==> src/rtl/pulse_rx.sv <==
`default_nettype none
// +----------------------------------------------------------------------------+
// | pulse_rx : synchronizes an asynchronous line and reports the width and      |
// |            level of every stable segment on a one-entry valid/ready buffer. |
// | Optional : PULSE_RX_GLITCH_FILTER_EN suppresses segments below MIN_WIDTH.   |
// | Revision : 1.0 - initial release                                            |
// +----------------------------------------------------------------------------+
module pulse_rx #(
   parameter int SYNC_STAGES = 2,
   parameter int CNT_W       = 16,
   parameter int MIN_WIDTH   = 2
) (
   input  logic             clk,
   input  logic             rst_n,
   input  logic             in,
   input  logic             en,
   output logic             meas_valid,
   input  logic             meas_ready,
   output logic [CNT_W-1:0] meas_width,
   output logic             meas_level,
   output logic             meas_ovf,
   output logic             drop,
   output logic             busy
);

   localparam logic [1:0]       c_st_idle  = 2'd0;
   localparam logic [1:0]       c_st_armed = 2'd1;
   localparam logic [1:0]       c_st_count = 2'd2;
   localparam logic [CNT_W-1:0] c_cnt_max  = {CNT_W{1'b1}};
   localparam logic [CNT_W-1:0] c_cnt_one  = {{(CNT_W-1){1'b0}}, 1'b1};

   if (SYNC_STAGES < 2 || CNT_W < 2 || MIN_WIDTH < 1) begin : g_param_check
      $error("pulse_rx: illegal parameter value");
   end

   logic [SYNC_STAGES-1:0] r_sync;
   logic                   r_prev;
   logic                   r_edge;
   logic                   r_lvl;
   logic [1:0]             r_state;
   logic [1:0]             w_state_nxt;
   logic [CNT_W-1:0]       r_cnt;
   logic                   w_keep;
   logic                   w_emit;
   logic                   w_pop;

   // Edge and pre-edge level are registered so the record is built from flops only.
   always_ff @(posedge clk or negedge rst_n) begin
      if (!rst_n) begin
         r_sync <= '0;
         r_prev <= 1'b0;
         r_edge <= 1'b0;
         r_lvl  <= 1'b0;
      end else begin
         r_sync <= {r_sync[SYNC_STAGES-2:0], in};
         r_prev <= r_sync[SYNC_STAGES-1];
         r_edge <= r_sync[SYNC_STAGES-1] ^ r_prev;
         r_lvl  <= r_prev;
      end
   end

   always_ff @(posedge clk or negedge rst_n) begin
      if (!rst_n) r_state <= c_st_idle;
      else        r_state <= w_state_nxt;
   end

   always_comb begin
      w_state_nxt = r_state;
      if (!en) begin
         w_state_nxt = c_st_idle;
      end else begin
         case (r_state)
            c_st_idle:  w_state_nxt = c_st_armed;
            c_st_armed: if (r_edge) w_state_nxt = c_st_count;
            c_st_count: w_state_nxt = c_st_count;
            default:    w_state_nxt = c_st_idle;
         endcase
      end
   end

`ifdef PULSE_RX_GLITCH_FILTER_EN
   localparam logic [CNT_W-1:0] c_min_w = CNT_W'(MIN_WIDTH);
   assign w_keep = (r_cnt >= c_min_w);
`else
   assign w_keep = 1'b1;
`endif

   always_comb begin
      busy   = (r_state == c_st_count);
      w_emit = busy && en && r_edge && w_keep;
   end

   always_ff @(posedge clk or negedge rst_n) begin
      if (!rst_n) begin
         r_cnt <= '0;
      end else if (!en || r_state == c_st_idle) begin
         r_cnt <= '0;
      end else if (r_edge) begin
         r_cnt <= c_cnt_one;
      end else if (r_state == c_st_count && r_cnt != c_cnt_max) begin
         r_cnt <= r_cnt + c_cnt_one;
      end
   end

   assign w_pop = meas_valid && meas_ready;

   // A pop in the emit cycle frees the slot, so the new record is not dropped.
   always_ff @(posedge clk or negedge rst_n) begin
      if (!rst_n) begin
         meas_valid <= 1'b0;
         meas_width <= '0;
         meas_level <= 1'b0;
         meas_ovf   <= 1'b0;
         drop       <= 1'b0;
      end else begin
         if (w_emit && (!meas_valid || w_pop)) begin
            meas_valid <= 1'b1;
            meas_width <= r_cnt;
            meas_level <= r_lvl;
            meas_ovf   <= (r_cnt == c_cnt_max);
         end else if (w_pop) begin
            meas_valid <= 1'b0;
         end

         if (!en)                              drop <= 1'b0;
         else if (w_emit && meas_valid && !w_pop) drop <= 1'b1;
      end
   end

endmodule
`default_nettype wire

==> config.mk <==
export PLATFORM = sky130hd
export DESIGN_NAME = pulse_rx
export DESIGN_NICKNAME = d
export VERILOG_FILES = /design/src/rtl/pulse_rx.sv
export SDC_FILE = /design/constraint.sdc
export NUM_CORES = 1
export LEC_CHECK = 0
export CAP_MARGIN = 10
export CORE_MARGIN = 2
export CORE_UTILIZATION = 25
export DETAILED_ROUTE_END_ITERATION = 10
export GPL_TIMING_DRIVEN = 0
export PLACE_DENSITY = 0.53
export SETUP_SLACK_MARGIN = 0.4
export SLEW_MARGIN = 25
export SYNTH_ARGS = -nofsm -noshare
export SYNTH_HDL_FRONTEND = slang
export SYNTH_SLANG_ARGS = --single-unit
==> constraint.sdc <==
create_clock -name clk -period 2.6 [get_ports clk]
set_input_delay 0.52 -clock clk [delete_from_list [all_inputs] [get_ports clk]]
set_output_delay 0.52 -clock clk [all_outputs]
set_load 0.05 [all_outputs]
### Yosys cells after proc, flatten, opt, wreduce, memory -nomap -nowiden

Cells that the tools add are included.

| word-level totals | value |
|---|---|
| output and inout port bits | 21 |
| word-level logic and storage cells | 44 |
| bits in registers | 43 |

| cells by class | value |
|---|---|
| bitwise logic cells | 1 |
| reduce and logical (&&, ||, !) cells | 15 |
| mux-type cells | 10 |
| $add $sub $neg | 1 |
| eq/ne operators | 6 |

Operators with widths:

| cell | count |
|---|---|
| 2-to-1 mux 16 bit | 3 |
| adder 16 x 1 -> 16 bit, second input constant | 1 |
| == test 16 bit, second input constant | 1 |
| inequality test 16 bit, second input constant | 1 |
| logical AND 1 bit | 7 |
| one-hot mux 2 bit (3 select lines) | 1 |
| 2-to-1 mux 1 bit | 4 |
| 2-to-1 mux 2 bit | 2 |
| logical NOT 1 bit | 3 |
| inequality test 3 bit, second input constant | 1 |
| nonzero test 3 bit | 1 |
| == test 2 x 1 -> 1 bit, second input constant | 1 |
| == test 2 bit, second input constant | 1 |
| logical NOT 2 bit | 1 |
| logical OR 1 bit | 2 |
| inequality test 2 x 1 -> 1 bit, second input constant | 1 |
| nonzero test 2 bit | 1 |
| bitwise XOR 1 bit | 1 |

### Logic depth before layout (Yosys ltp)

| depth | value |
|---|---|
| depth after elaboration | 7 |
| mapped depth | 8 |

### Worst setup path after synthesis

Ideal clock, no wire load.

| timing path | value |
|---|---|
| path kind | reg-to-reg |
| from | reg r_state[0] |
| to | reg meas_level |
| path buffers | 1 |
| arrival time | 2085 ps |
| data required time | 2475 ps |
| cell stages (with the launch flop) | 7 |
| path slack | 390 ps |
| cells stage by stage | dfrtp_1 > inv_1 > ha_1 > nand3_1 > nor2_2 > buf_2 > mux2_2 |

| on the way | value |
|---|---|
| cells in the longest elaborated chain, start to end | 4 |

Ends and longest elaborated chain:

| what | RTL line | text |
|---|---|---|
| start, declared | 40 | `logic [1:0] r_state;` |
| start signal, assigned | 63 | `if (!rst_n) r_state <= c_st_idle;` |
| start signal, assigned | 64 | `else r_state <= w_state_nxt;` |
| == test 2 bit | 89 | `busy = (r_state == c_st_count);` |
| named net busy | 23 | `output logic busy` |
| logical AND 1 bit (2 in a row) | 90 | `w_emit = busy && en && r_edge && w_keep;` |
| logical AND 1 bit | 116 | `if (w_emit && (!meas_valid \|\| w_pop)) begin` |
| end signal, assigned | 119 | `meas_level <= r_lvl;` |
| end, declared | 20 | `output logic meas_level,` |

The timed path passes the listed nets, and every way through them passes these cells.
A chain may end at the register's enable or synchronous reset.

### Final worst setup path

| timing path | value |
|---|---|
| from | reg r_state[0] |
| to | out busy |

| on the way | value |
|---|---|
| cells in the longest elaborated chain, start to end | 1 |

Ends and longest elaborated chain:

| what | RTL line |
|---|---|
| == test 2 bit | 89 |
| end, declared | 23 |

No other way between the ends.

==> run_results.csv <==
group,metric,value,unit
cts,cts-buffers-inserted,5,
place,placed_area,2350,um2
pwr,power.leakage,1.01,nW
flow_run,drv_cap,0,
detailed_routing,antenna_left,0,
synth,synth_area_leader_cell,"dfrtp_1",
timing,finalHoldViolCount,0,
grt,use_met2,14.6,%
pwr,powerDensity,635,nW/um2
place,dp_hpwl,2660,um
cells_and_area,fillers,779,
floorplanning,die_area,8500,um2
cts,worstSkewPairLatency,300,ps
cts,cts_tree,"built",
cts,postCtsSetupBuffers,0,
synth,mappedNetlistArea,1940,um2
grt,use_met1,13.1,%
cells_and_area,syn_to_final_growth,25.2,%
timing,clock_skew,9.53,ps
cts,clkTransAtPathRegs,80,ps
grt,grt_first_pass_wirelength,6520,um
floorplanning,floorplan.initialDensity,25.4,%
cts,ctsLongestPathBuffers,2,
worst_setup_path,required,2080,ps
cts,cts.sinks,43,
worst_setup_path,startpoint_type,"register",
min_path,hp-class,"in2async",
worst_setup_path,endpoint_kind,"primary output",
worst_setup_path,worstPathCellList,"inv_1 > ha_2 > dlygate4sd2_1",
worst_setup_path,reg2regPathDepth,6,
floorplanning,placementRows,32,
timing,relSlewSlack,65.5,%
worst_setup_path,max_stage_delay,530,ps
detailed_routing,drtPass1Iterations,4,
cells_and_area,final_nets,209,
grt,grt_pass1_vias,1379,
timing,max_freq,0.484,GHz
place,place.gp.congestion,0.795,
detailed_routing,drc,0,
grt,grt-busiest-layer,"met2",
cells_and_area,multiInputGateArea,815,um2
timing,maxSlewViolCount,0,
timing,min_period,2070,ps
worst_setup_path,critPathBufInv,2,
synth,yosys-top-cells-area,"dfrtp_1, mux2_2, xnor2_1",
worst_setup_path,slowest_stage,"dlygate4sd2_1",
cells_and_area,fin_util,31.8,%
cells_and_area,layout_commonest_cell,"dfrtp_1",
timing,finalSetupViolCount,0,
timing,tightest_slew,517,ps
worst_setup_path,critical-path-top-delay-family,"buffers and inverters",
worst_setup_path,cp.arrival,1550,ps
synth,syn_area_per_cell,11.7,um2
floorplanning,io_pins,26,
cts,cts_root_buffer,"clkbuf_8",
detailed_routing,wl_per_cell,12.1,um
cells_and_area,area.sequential,1080,um2
synth,synthesis.nets,176,
floorplanning,die_h,92.2,um
worst_setup_path,crit_fanout,3,
detailed_routing,postRouteWirelength,3650,um
cts,cts_htree_levels,2,
synth,yosysWarnings,0,
synth,synth_seq_cells,43,
timing,rsz0062_at_grt,"no",
detailed_routing,drt-initial-drc-count,50,
grt,antenna_found_initial,0,
pwr,ir_drop,0.164,mV
synth,syn_inst,166,
cells_and_area,final_cell_area,2430,um2
cells_and_area,layout_common_cells,"dfrtp_1, clkdlybuf4s50_1, mux2_2, nor2_1, nand3_1",
detailed_routing,vias,1302,
detailed_routing,vias_per_cell,4.31,
worst_setup_path,crit_type,"reg2out",
synth,synth_top_area_share,55.3,%
worst_setup_path,crit_cells,3,
synth,ys_seq_area_share,55.3,%
floorplanning,die_w,92.2,um
cells_and_area,n_antenna_cell,0,
status,status,"complete, no violations",
grt,grt.total_usage,9.78,%
grt,gr-usage-met3,2.88,%
floorplanning,coreArea,7650,um2
grt,grt_max_degree,24,
grt,globalRouteOverflowTotal,0,
timing,finalCritPeriodShare,79.5,%
cells_and_area,drive_above_1_share,19.0,%
synth,ys_types,34,
place,portBuffers,25,
state kept, by name (all words and copies together), names as in the netlist:
signal,cells
meas_width,16
r_cnt,16
r_state,2
r_sync,2
drop,1
meas_level,1
meas_ovf,1
meas_valid,1
r_edge,1
r_lvl,1
r_prev,1
what timing repair did:
action | 4_1_cts | 5_1_grt
pin swaps | 0 | 1
hold buffers | 0 | 0
endpoints found under the hold margin | 0 | 0
endpoints found under the setup margin | 11 | 10
resized for setup | 2 | 1
kinds of logic (layout without fill, tap and decap cells):
logic type	Yosys count	after routing	share of synthesized area (%)
and+or+nand+nor	61	61	16.7
DFF	43	43	55.3
muxes	19	19	10.9
AOI/OAI and AO/OA	17	17	5.34
xor gates and xnor gates	12	12	5.41
buffers and inverters	9	43	3.15
adders and majority gates	5	5	3.22
layout make-up:
| cell class | count | area share (%) |
|---|---|---|
| Sequential cell | 43 | 44.2 |
| Multi-Input combinational cell | 114 | 33.5 |
| Timing Repair Buffer | 26 | 11.2 |
| Tap cell | 102 | 5.24 |
| Clock buffer | 7 | 3.13 |
| Buffer | 5 | 2.00 |
| Inverter | 4 | 0.617 |
| Clock inverter | 1 | 0.206 |
report_power, final:
group	internal (mW)	switching, mW
Sequential	0.710	0.0304
Combinational	0.153	0.239
Clock	0.189	0.225
Total	1.05	0.494
worst paths after layout:
path                                 start            end  slack [ps]
worst max-delay path            r_state[0]           busy         530
worst min-delay path                 rst_n  meas_width[1]         180
worst max register to register  r_state[0]  meas_width[8]         620
worst min register to register   r_sync[0]      r_sync[1]         350
max in group asynchronous            rst_n          r_lvl        1930
min in group clk                 r_sync[0]      r_sync[1]         350
layer usage:
layer	up-vias	wire, um
met2	18	1650
li1	650	-
met1	627	1780
met5	-	0
met3	7	152
met4	0	70
metrics by stage:
stage | hold slack [ps] | cells | setup WS [ps] | power [mW] | TNS, ps
2_1_floorplan | 224 | 166 | 576 | 1.03 | 0
3_3_place_gp | 333 | 293 | -197 | 1.14 | -8420
3_5_place_dp | 336 | 294 | 57.1 | 1.16 | 0
4_1_cts | 204 | 302 | 510 | 1.58 | 0
5_1_grt | 221 | 302 | 406 | 1.64 | 0
6_report | 184 | 302 | 534 | 1.55 | 0
synthesized netlist by cell type:
| library cell | n |
|---|---|
| o21ai_0 | 4 |
| xor2_1 | 4 |
| or2_1 | 2 |
| nor4_1 | 4 |
| nor2_1 | 13 |
| and3_2 | 1 |
| mux2i_1 | 2 |
| nor3_1 | 5 |
| o21a_1 | 2 |
| dfrtp_1 | 43 |
| a21oi_1 | 6 |
| o31ai_1 | 1 |
| nand4_1 | 4 |
| buf_6 | 2 |
| xnor2_1 | 8 |
| nand2b_1 | 2 |
| a31oi_1 | 2 |
| and4_2 | 1 |
| or2b_2 | 1 |
| nand2_1 | 7 |
| mux2_2 | 17 |
| buf_2 | 2 |
| ha_1 | 5 |
| inv_1 | 4 |
| nand2_2 | 1 |
| o21ai_2 | 1 |
| nor2_2 | 1 |
| or3_1 | 1 |
| clkbuf_8 | 1 |
| and3_1 | 1 |
| nor2b_1 | 4 |
| and4_1 | 2 |
| o31a_2 | 1 |
| nand3_1 | 11 |
Note: power is estimated with default switching activity, not from simulation.
